==> config.mk <==
export PLATFORM = sky130hd
export DESIGN_NAME = ps2_key_ctrl_flat
export DESIGN_NICKNAME = d
export VERILOG_FILES = /design/src/rtl/ps2_key_ctrl_pkg.sv /design/src/rtl/ps2_key_ctrl_if.sv /design/src/rtl/ps2_key_ctrl_fetch.sv /design/src/rtl/ps2_key_ctrl.sv /design/src/flat_wrapper.sv
export SDC_FILE = /design/constraint.sdc
export NUM_CORES = 1
export LEC_CHECK = 0
export ABC_AREA = 1
export BUFFER_PORTS_ARGS = -buffer_cell sky130_fd_sc_hd__buf_2
export CELL_PAD_IN_SITES_DETAIL_PLACEMENT = 1
export CELL_PAD_IN_SITES_GLOBAL_PLACEMENT = 2
export CORE_MARGIN = 8
export CORE_UTILIZATION = 29
export CTS_BUF_LIST = sky130_fd_sc_hd__clkbuf_8
export CTS_CLUSTER_DIAMETER = 80
export CTS_CLUSTER_SIZE = 16
export DETAILED_ROUTE_END_ITERATION = 8
export GPL_TIMING_DRIVEN = 0
export PLACE_DENSITY = 0.78
export SKIP_LAST_GASP = 1
export SYNTH_ARGS = -nofsm -noshare
export SYNTH_HDL_FRONTEND = slang
export SYNTH_HIERARCHICAL = 1
export SYNTH_SLANG_ARGS = --single-unit
==> constraint.sdc <==
create_clock -name clk -period 1.9 [get_ports clk]
set_clock_uncertainty 0.2 [all_clocks]
set_input_delay 0.38 -clock clk [delete_from_list [all_inputs] [get_ports clk]]
set_output_delay 0.38 -clock clk [all_outputs]
set_load 0.01 [all_outputs]
==> src/rtl/ps2_key_ctrl_pkg.sv <==
// ps2_pkg: shared constants and types for the PS/2 key controller.
//   PS2_BREAK/PS2_EXT/PS2_ERR0/PS2_ERR1 : special scancode bytes
//   fetch_state_t : receiver handshake FSM states
//   parse_state_t : scancode prefix parser states
//   key_state_t   : held-key payload (code, valid, ext)
package ps2_pkg;

  localparam int unsigned BYTE_W = 8;

  localparam logic [BYTE_W-1:0] PS2_BREAK = 8'hF0;
  localparam logic [BYTE_W-1:0] PS2_EXT   = 8'hE0;
  localparam logic [BYTE_W-1:0] PS2_ERR0  = 8'h00;
  localparam logic [BYTE_W-1:0] PS2_ERR1  = 8'hFF;

  typedef enum logic [1:0] {
    IDLE   = 2'd0,
    POP    = 2'd1,
    DECODE = 2'd2
  } fetch_state_t;

  typedef enum logic [1:0] {
    P_NORM      = 2'd0,
    P_BREAK     = 2'd1,
    P_EXT       = 2'd2,
    P_EXT_BREAK = 2'd3
  } parse_state_t;

  typedef struct packed {
    logic [BYTE_W-1:0] code;
    logic              valid;
    logic              ext;
  } key_state_t;

endpackage

==> src/rtl/ps2_key_ctrl_if.sv <==
// ps2_key_ctrl_if: PS/2 receiver FIFO handshake.
//   ps2_ready      : FIFO non-empty
//   ps2_data       : FIFO head byte
//   ps2_overflow   : FIFO overflow indication
//   ps2_nextdata_n : active-low pop strobe from the controller
// master = receiver side, slave = controller side.
interface ps2_key_ctrl_if;
  import ps2_pkg::*;

  logic              ps2_ready;
  logic [BYTE_W-1:0] ps2_data;
  logic              ps2_overflow;
  logic              ps2_nextdata_n;

  modport master (
    output ps2_ready,
    output ps2_data,
    output ps2_overflow,
    input  ps2_nextdata_n
  );

  modport slave (
    input  ps2_ready,
    input  ps2_data,
    input  ps2_overflow,
    output ps2_nextdata_n
  );
endinterface

==> src/rtl/ps2_key_ctrl_fetch.sv <==
// ps2_fetch: pops one byte per pass from the PS/2 receiver FIFO.
//   clk, rst   : clock, async active-high reset
//   ready      : FIFO non-empty
//   data       : FIFO head byte, latched in IDLE when ready
//   nextdata_n : registered active-low pop strobe (one cycle, in POP)
//   byte_r     : latched byte
//   decode     : registered strobe, high during DECODE
module ps2_fetch
  import ps2_pkg::*;
(
  input  logic              clk,
  input  logic              rst,
  input  logic              ready,
  input  logic [BYTE_W-1:0] data,
  output logic              nextdata_n,
  output logic [BYTE_W-1:0] byte_r,
  output logic              decode
);

  fetch_state_t state, state_n;

  // State register
  always_ff @(posedge clk or posedge rst) begin
    if (rst) state <= IDLE;
    else     state <= state_n;
  end

  // Next-state logic; ready only matters in IDLE
  always_comb begin
    state_n = state;
    case (state)
      IDLE:    if (ready) state_n = POP;
      POP:     state_n = DECODE;
      DECODE:  state_n = IDLE;
      default: state_n = IDLE;
    endcase
  end

  // Outputs registered from the next state so they line up with POP/DECODE
  always_ff @(posedge clk or posedge rst) begin
    if (rst) begin
      nextdata_n <= 1'b1;
      decode     <= 1'b0;
      byte_r     <= '0;
    end else begin
      nextdata_n <= (state_n != POP);
      decode     <= (state_n == DECODE);
      if (state == IDLE && ready) byte_r <= data;
    end
  end

endmodule

==> src/rtl/ps2_key_ctrl.sv <==
// ps2_key_ctrl: turns PS/2 scancode bytes into held-key state.
// Optional feature macro: PS2_KEY_EXT_EN (E0 extended-code tracking).
//   clk, rst      : clock, async active-high reset
//   bus           : receiver FIFO handshake (slave modport)
//   key_code      : scancode of held key, 00 when none
//   key_valid     : a key is held
//   key_ext       : held key is E0-extended (0 when feature disabled)
//   press_cnt     : distinct press counter, wraps
//   press_pulse   : one-cycle pulse on a counted press
//   release_pulse : one-cycle pulse on release of the held key
//   ovf_flag      : sticky receiver overflow flag
module ps2_key_ctrl
  import ps2_pkg::*;
#(
  parameter int unsigned CNT_W = 8
) (
  input  logic              clk,
  input  logic              rst,
  ps2_key_ctrl_if.slave     bus,
  output logic [BYTE_W-1:0] key_code,
  output logic              key_valid,
  output logic              key_ext,
  output logic [CNT_W-1:0]  press_cnt,
  output logic              press_pulse,
  output logic              release_pulse,
  output logic              ovf_flag
);

  logic [BYTE_W-1:0] byte_r;
  logic              decode;

  ps2_fetch u_fetch (
    .clk        (clk),
    .rst        (rst),
    .ready      (bus.ps2_ready),
    .data       (bus.ps2_data),
    .nextdata_n (bus.ps2_nextdata_n),
    .byte_r     (byte_r),
    .decode     (decode)
  );

  parse_state_t parse_q, parse_n;
  key_state_t   key_q, key_n;
  logic [CNT_W-1:0] cnt_n;
  logic         press_n, release_n;
  logic         ext_c, brk_c, match_c;

  // Parse state, key state and counter registers
  always_ff @(posedge clk or posedge rst) begin
    if (rst) begin
      parse_q       <= P_NORM;
      key_q         <= '0;
      press_cnt     <= '0;
      press_pulse   <= 1'b0;
      release_pulse <= 1'b0;
      ovf_flag      <= 1'b0;
    end else begin
      parse_q       <= parse_n;
      key_q         <= key_n;
      press_cnt     <= cnt_n;
      press_pulse   <= press_n;
      release_pulse <= release_n;
      if (bus.ps2_overflow) ovf_flag <= 1'b1;
    end
  end

  // Parse rules applied to byte_r during DECODE
  always_comb begin
    parse_n   = parse_q;
    key_n     = key_q;
    cnt_n     = press_cnt;
    press_n   = 1'b0;
    release_n = 1'b0;
`ifdef PS2_KEY_EXT_EN
    ext_c     = (parse_q == P_EXT) || (parse_q == P_EXT_BREAK);
`else
    ext_c     = 1'b0;
`endif
    brk_c     = (parse_q == P_BREAK) || (parse_q == P_EXT_BREAK);
    match_c   = key_q.valid && (byte_r == key_q.code) && (ext_c == key_q.ext);

    if (decode) begin
      if (byte_r == PS2_BREAK) begin
`ifdef PS2_KEY_EXT_EN
        if (parse_q == P_NORM)     parse_n = P_BREAK;
        else if (parse_q == P_EXT) parse_n = P_EXT_BREAK;
`else
        parse_n = P_BREAK;
`endif
      end else if (byte_r == PS2_EXT) begin
`ifdef PS2_KEY_EXT_EN
        // E0 after F0 is malformed: drop the whole prefix
        parse_n = brk_c ? P_NORM : P_EXT;
`endif
      end else if (byte_r == PS2_ERR0 || byte_r == PS2_ERR1) begin
        parse_n = P_NORM;
      end else begin
        if (brk_c) begin
          if (match_c) begin
            key_n     = '0;
            release_n = 1'b1;
          end
        end else if (!match_c) begin
          // New make replaces any held key; a match is a typematic repeat
          key_n.code  = byte_r;
          key_n.valid = 1'b1;
          key_n.ext   = ext_c;
          cnt_n       = press_cnt + CNT_W'(1);
          press_n     = 1'b1;
        end
        parse_n = P_NORM;
      end
    end

    // Overflow wins over any prefix, including one set by this DECODE
    if (bus.ps2_overflow) parse_n = P_NORM;
  end

  assign key_code  = key_q.code;
  assign key_valid = key_q.valid;
`ifdef PS2_KEY_EXT_EN
  assign key_ext   = key_q.ext;
`else
  assign key_ext   = 1'b0;
`endif

endmodule

==> src/flat_wrapper.sv <==
// flat-port wrapper written by rule: the top's interface ports become plain ports
module ps2_key_ctrl_flat import ps2_pkg::*;
#(
  parameter int unsigned CNT_W = 8
)
  (clk, rst, key_code, key_valid, key_ext, press_cnt, press_pulse, release_pulse, ovf_flag, bus_ps2_ready, bus_ps2_data, bus_ps2_overflow, bus_ps2_nextdata_n);
  ps2_key_ctrl_if bus_i ();
  input  logic clk;
  input  logic rst;
  output logic [BYTE_W-1:0] key_code;
  output logic key_valid;
  output logic key_ext;
  output logic [CNT_W-1:0] press_cnt;
  output logic press_pulse;
  output logic release_pulse;
  output logic ovf_flag;
  input wire logic [$bits(bus_i.ps2_ready)-1:0] bus_ps2_ready;
  input wire logic [$bits(bus_i.ps2_data)-1:0] bus_ps2_data;
  input wire logic [$bits(bus_i.ps2_overflow)-1:0] bus_ps2_overflow;
  output wire logic [$bits(bus_i.ps2_nextdata_n)-1:0] bus_ps2_nextdata_n;
  assign bus_i.ps2_ready = bus_ps2_ready;
  assign bus_i.ps2_data = bus_ps2_data;
  assign bus_i.ps2_overflow = bus_ps2_overflow;
  assign bus_ps2_nextdata_n = bus_i.ps2_nextdata_n;
  ps2_key_ctrl #(.CNT_W(CNT_W)) u_core (.clk(clk), .rst(rst), .bus(bus_i), .key_code(key_code), .key_valid(key_valid), .key_ext(key_ext), .press_cnt(press_cnt), .press_pulse(press_pulse), .release_pulse(release_pulse), .ovf_flag(ovf_flag));
endmodule
==> key figures <==
Timing
  • Final hold slack: 0.0483 ns
  • Final Cycle Share: 108%
  • Achievable frequency: 487 MHz
  • Final hold vios: 0
  • Unrepaired setup endpoints after global routing: true
  • Max transition margin: 43.0%
  • Setup WS post-layout: -0.155 ns
  • Endpoints failing setup: 10
  • Crit path time final: 2.05 ns
  • Worst-Margin Slew: 0.854 ns
  • Slew Viols, Final: 0

Setup path
  • FF-to-FF End: u_core/key_code[5]
  • Critical Path Sink Type: register
  • CP arrival: 2.08 ns
  • CP Cell Sequence: inv_1 > nand2_1 > nand2_1 > inv_1 > nand2_1 > nor2_1 > nand3_2 > buf_6 > ha_4 > nor3_4 > buf_6 > nand3_1 > nand2_1
  • WP buf/inv: 4
  • CP endpoint: u_core/key_code[5]
  • Crit Path Max Fanout: 5
  • Worst Path Required: 1.92 ns
  • Register-to-Register Setup Slack: -0.15 ns
  • CP max stage delay: 0.40 ns
  • R2R Path Start: u_core/u_fetch/byte_r[3]
  • CP Launch Type: register
  • CP top delay family: simple AND/OR/NAND/NOR gates
  • Crit path max-delay cell type: dfrtp_2
  • Worst Setup SP: u_core/u_fetch/byte_r[3]
  • Critical Path Stages: 13
  • Most common cell on crit path: nand2_1
  • Critical path type: register to register
  • R2R cell count: 13

Synthesis
  • Synth async-reset ratio: 100%
  • Post-synthesis mux area share: 0%
  • Most area-hungry cell type in the Yosys netlist: dfrtp_1
  • Compound-Gate Fraction of Synth Area: 1.19%
  • Synth Area in Adders: 2.23%
  • Avg Inst Size Synth: 7.67 um^2
  • Synth Register Bits: 32
  • Sequential area share after synthesis: 47.6%
  • Commonest cells post-synth: nand2_1, dfrtp_1, inv_1
  • Synthesized net count: 235
  • Count of unique library cells instantiated by Yosys: 25
  • Synth Area in Simple Gates: 36.8%
  • Most frequent cell after synthesis: nand2_1
  • Mapped Area: 1690 um^2
  • Cells after Synth: 220
  • Post-synth EDFFs: 0
  • Yosys top cell area share: 46.0%
  • Xor/xnor cell area share of the yosys netlist: 3.12%
  • Synth warn: 6
  • Prevailing post-synth register cell: dfrtp_1
  • Largest family of logic cells by synthesized area: simple AND/OR/NAND/NOR gates
  • Largest cells by area after synthesis: dfrtp_1, nand2_1, nand3_1, inv_1, nand4_1

Power and ir drop
  • Net Sw Frac: 36.9%
  • Psw: 1.02 mW
  • Clock power share: 26.3%
  • Cell Pwr Density: 1240 nW/um^2
  • Combinational power share: 34.2%
  • Maximum VDD drop: 0.000445 V
  • Internal power: 1.74 mW
  • Power Total: 2.76 mW
  • Sequential power share: 39.4%
  • Leak Pwr: 1.23 nW

Routing
  • WL final: 4.62 mm
  • Drt pass-1 iters: 4
  • Drt drc: 0
  • WL per Instance: 13.4 um
  • DR vias: 1516
  • Via density: 4.39
  • Final ANT Viol Nets: 0
  • Starting DRC count in detailed routing: 52

Global routing
  • Total GRT Usage: 11.8%
  • Initial antenna violation count: 0
  • First-pass GRT wire length: 8.07 mm
  • Congestion Overflow GR: 0
  • Vias in the first global route: 1644
  • Largest net degree at the start of global routing: 22

Clock tree
  • CTS tree: yes
  • Worst-skew pair later-pin latency: 0.29 ns
  • H-tree levels: 2
  • TritonCTS buffer count: 5
  • # clock sinks: 32
  • CTS root buf: clkbuf_8
  • Clk slew on worst S/H paths: 0.07 ns
  • Clock Tree Buf Depth: 2

Layout
  • Layout Cells excl Fill: 345
  • Layout cell share with drive strength beyond 1: 29.7%
  • Area growth from synthesis to final layout: 32.4%
  • # fillers: 708
  • N_diodes: 0
  • Final nets: 287

Placement
  • RePlAce Congestion: 0.777
  • DP Cell Count: 323
  • DP HPWL: 3.31 mm
  • Port-buffer cells: 31
  • Dpl ws: -0.326 ns

Min path
  • Min-delay worst type: input pin to register
  • Hold depth: 2

Die
  • Row Count: 27
  • Die area: 8510 um^2
  • I/O pin total: 34
  • Die Wd: 92.3 um
  • Die Y: 92.3 um
  • Core area: 5570 um^2
  • Starting Density: 30.3%

Flow run
  • Max Cap Viol: 0

Run status
  • Status: finished with violations
  • Failing checks: setup timing
==> through the flow <==
step,TNS [ns],area (um^2),util (%)
2_1_floorplan,0,1710,-
3_3_place_gp,-2.52,1950,35.0
3_5_place_dp,-2.86,1950,35.0
4_1_cts,-1.50,2190,39.4
5_1_grt,-3.83,2230,40.1
6_report,-1.32,2230,40.1
==> state kept, by name (all words and copies together), names as in the netlist <==
register and count:
u_core/u_fetch/nextdata_n 1, u_core/u_fetch/decode 1, u_core/press_cnt 8, u_core/release_pulse 1
u_core/u_fetch/byte_r 8, u_core/parse_q 1, u_core/u_fetch/state 1, u_core/press_pulse 1
u_core/key_code 8, u_core/key_valid 1, u_core/ovf_flag 1
==> power groups by stage <==
stage | registers, mW | clock network [mW] | logic (mW)
after detailed placement | 1.11 | 0 | 0.813
after global placement | 1.11 | 0 | 0.795
after CTS | 1.09 | 0.754 | 0.925
after floorplan | 1.13 | 0 | 0.472
final | 1.09 | 0.727 | 0.945
after global routing | 1.13 | 0.783 | 1.09
==> cell type report <==
class	instances	area (um^2)	share of cell area [%]
clock inverter	1	30.0	1.34
sequential	32	805	36.0
multi-input combinational	152	783	35.1
timing repair buffer	45	267	11.9
inverter	30	115	5.15
buffer	6	47.5	2.13
tap	72	90.1	4.03
clock buffer	7	96.3	4.31
==> cell usage in the layout, fill, tap and decap left out, types with 2 or more instances in the layout <==
| cell type | n |
|---|---|
| nor2_4 | 2 |
| nand3_1 | 21 |
| dfrtp_1 | 29 |
| nand3_2 | 3 |
| buf_4 | 14 |
| nand2_2 | 5 |
| clkbuf_8 | 7 |
| ha_1 | 2 |
| nor2_1 | 8 |
| nor2_2 | 2 |
| a21oi_1 | 2 |
| xor2_1 | 5 |
| nand2_1 | 81 |
| buf_6 | 3 |
| inv_1 | 27 |
| buf_2 | 33 |
| nand4_1 | 9 |
| inv_2 | 2 |
| dfrtp_2 | 2 |
==> worst reg2reg max path, cell delays in order, from the launching register on <==
cell	delay, ns
dfrtp_2	0.40
inv_1	0.06
nand2_1	0.05
nand2_1	0.05
inv_1	0.05
nand2_1	0.06
nor2_1	0.11
nand3_2	0.10
buf_6	0.14
ha_4	0.21
nor3_4	0.25
buf_6	0.17
nand3_1	0.07
nand2_1	0.07
==> repair_timing <==
item,4_1_cts,5_1_grt
gates cloned,1,0
endpoints found under the hold margin,10,0
setup buffers,11,1
pin swaps,10,4
gates resized for setup,7,12
hold buffers,1,0
setup endpoints to repair,9,18
==> layer usage <==
layer / share of wire (%) / track usage (%)
met2: 46 / 18.2
met5: 0 / 0
met1: 48 / 15.1
met4: 1.5 / 4.43
met3: 4.5 / 3.75
==> cell families after synthesis <==
logic type,count (synthesis)
adders and majority gates,3
xor gates and xnor gates,6
buffers and inverters,36
other,1
and+or+nand+nor,138
AOI/OAI and AO/OA,4
DFF,32
==> worst min path at each step <==
stage	slack [ns]	end	startpoint
after floorplan	0.03	u_core/u_fetch/byte_r[0]	rst
after global placement	0.21	u_core/u_fetch/state[0]	rst
after detailed placement	0.20	u_core/u_fetch/state[0]	rst
after CTS	0.04	u_core/parse_q[0]	bus_ps2_overflow
after global routing	0.04	u_core/parse_q[0]	bus_ps2_overflow
final	0.05	u_core/parse_q[0]	bus_ps2_overflow
Power figures use the tool's default switching activity.
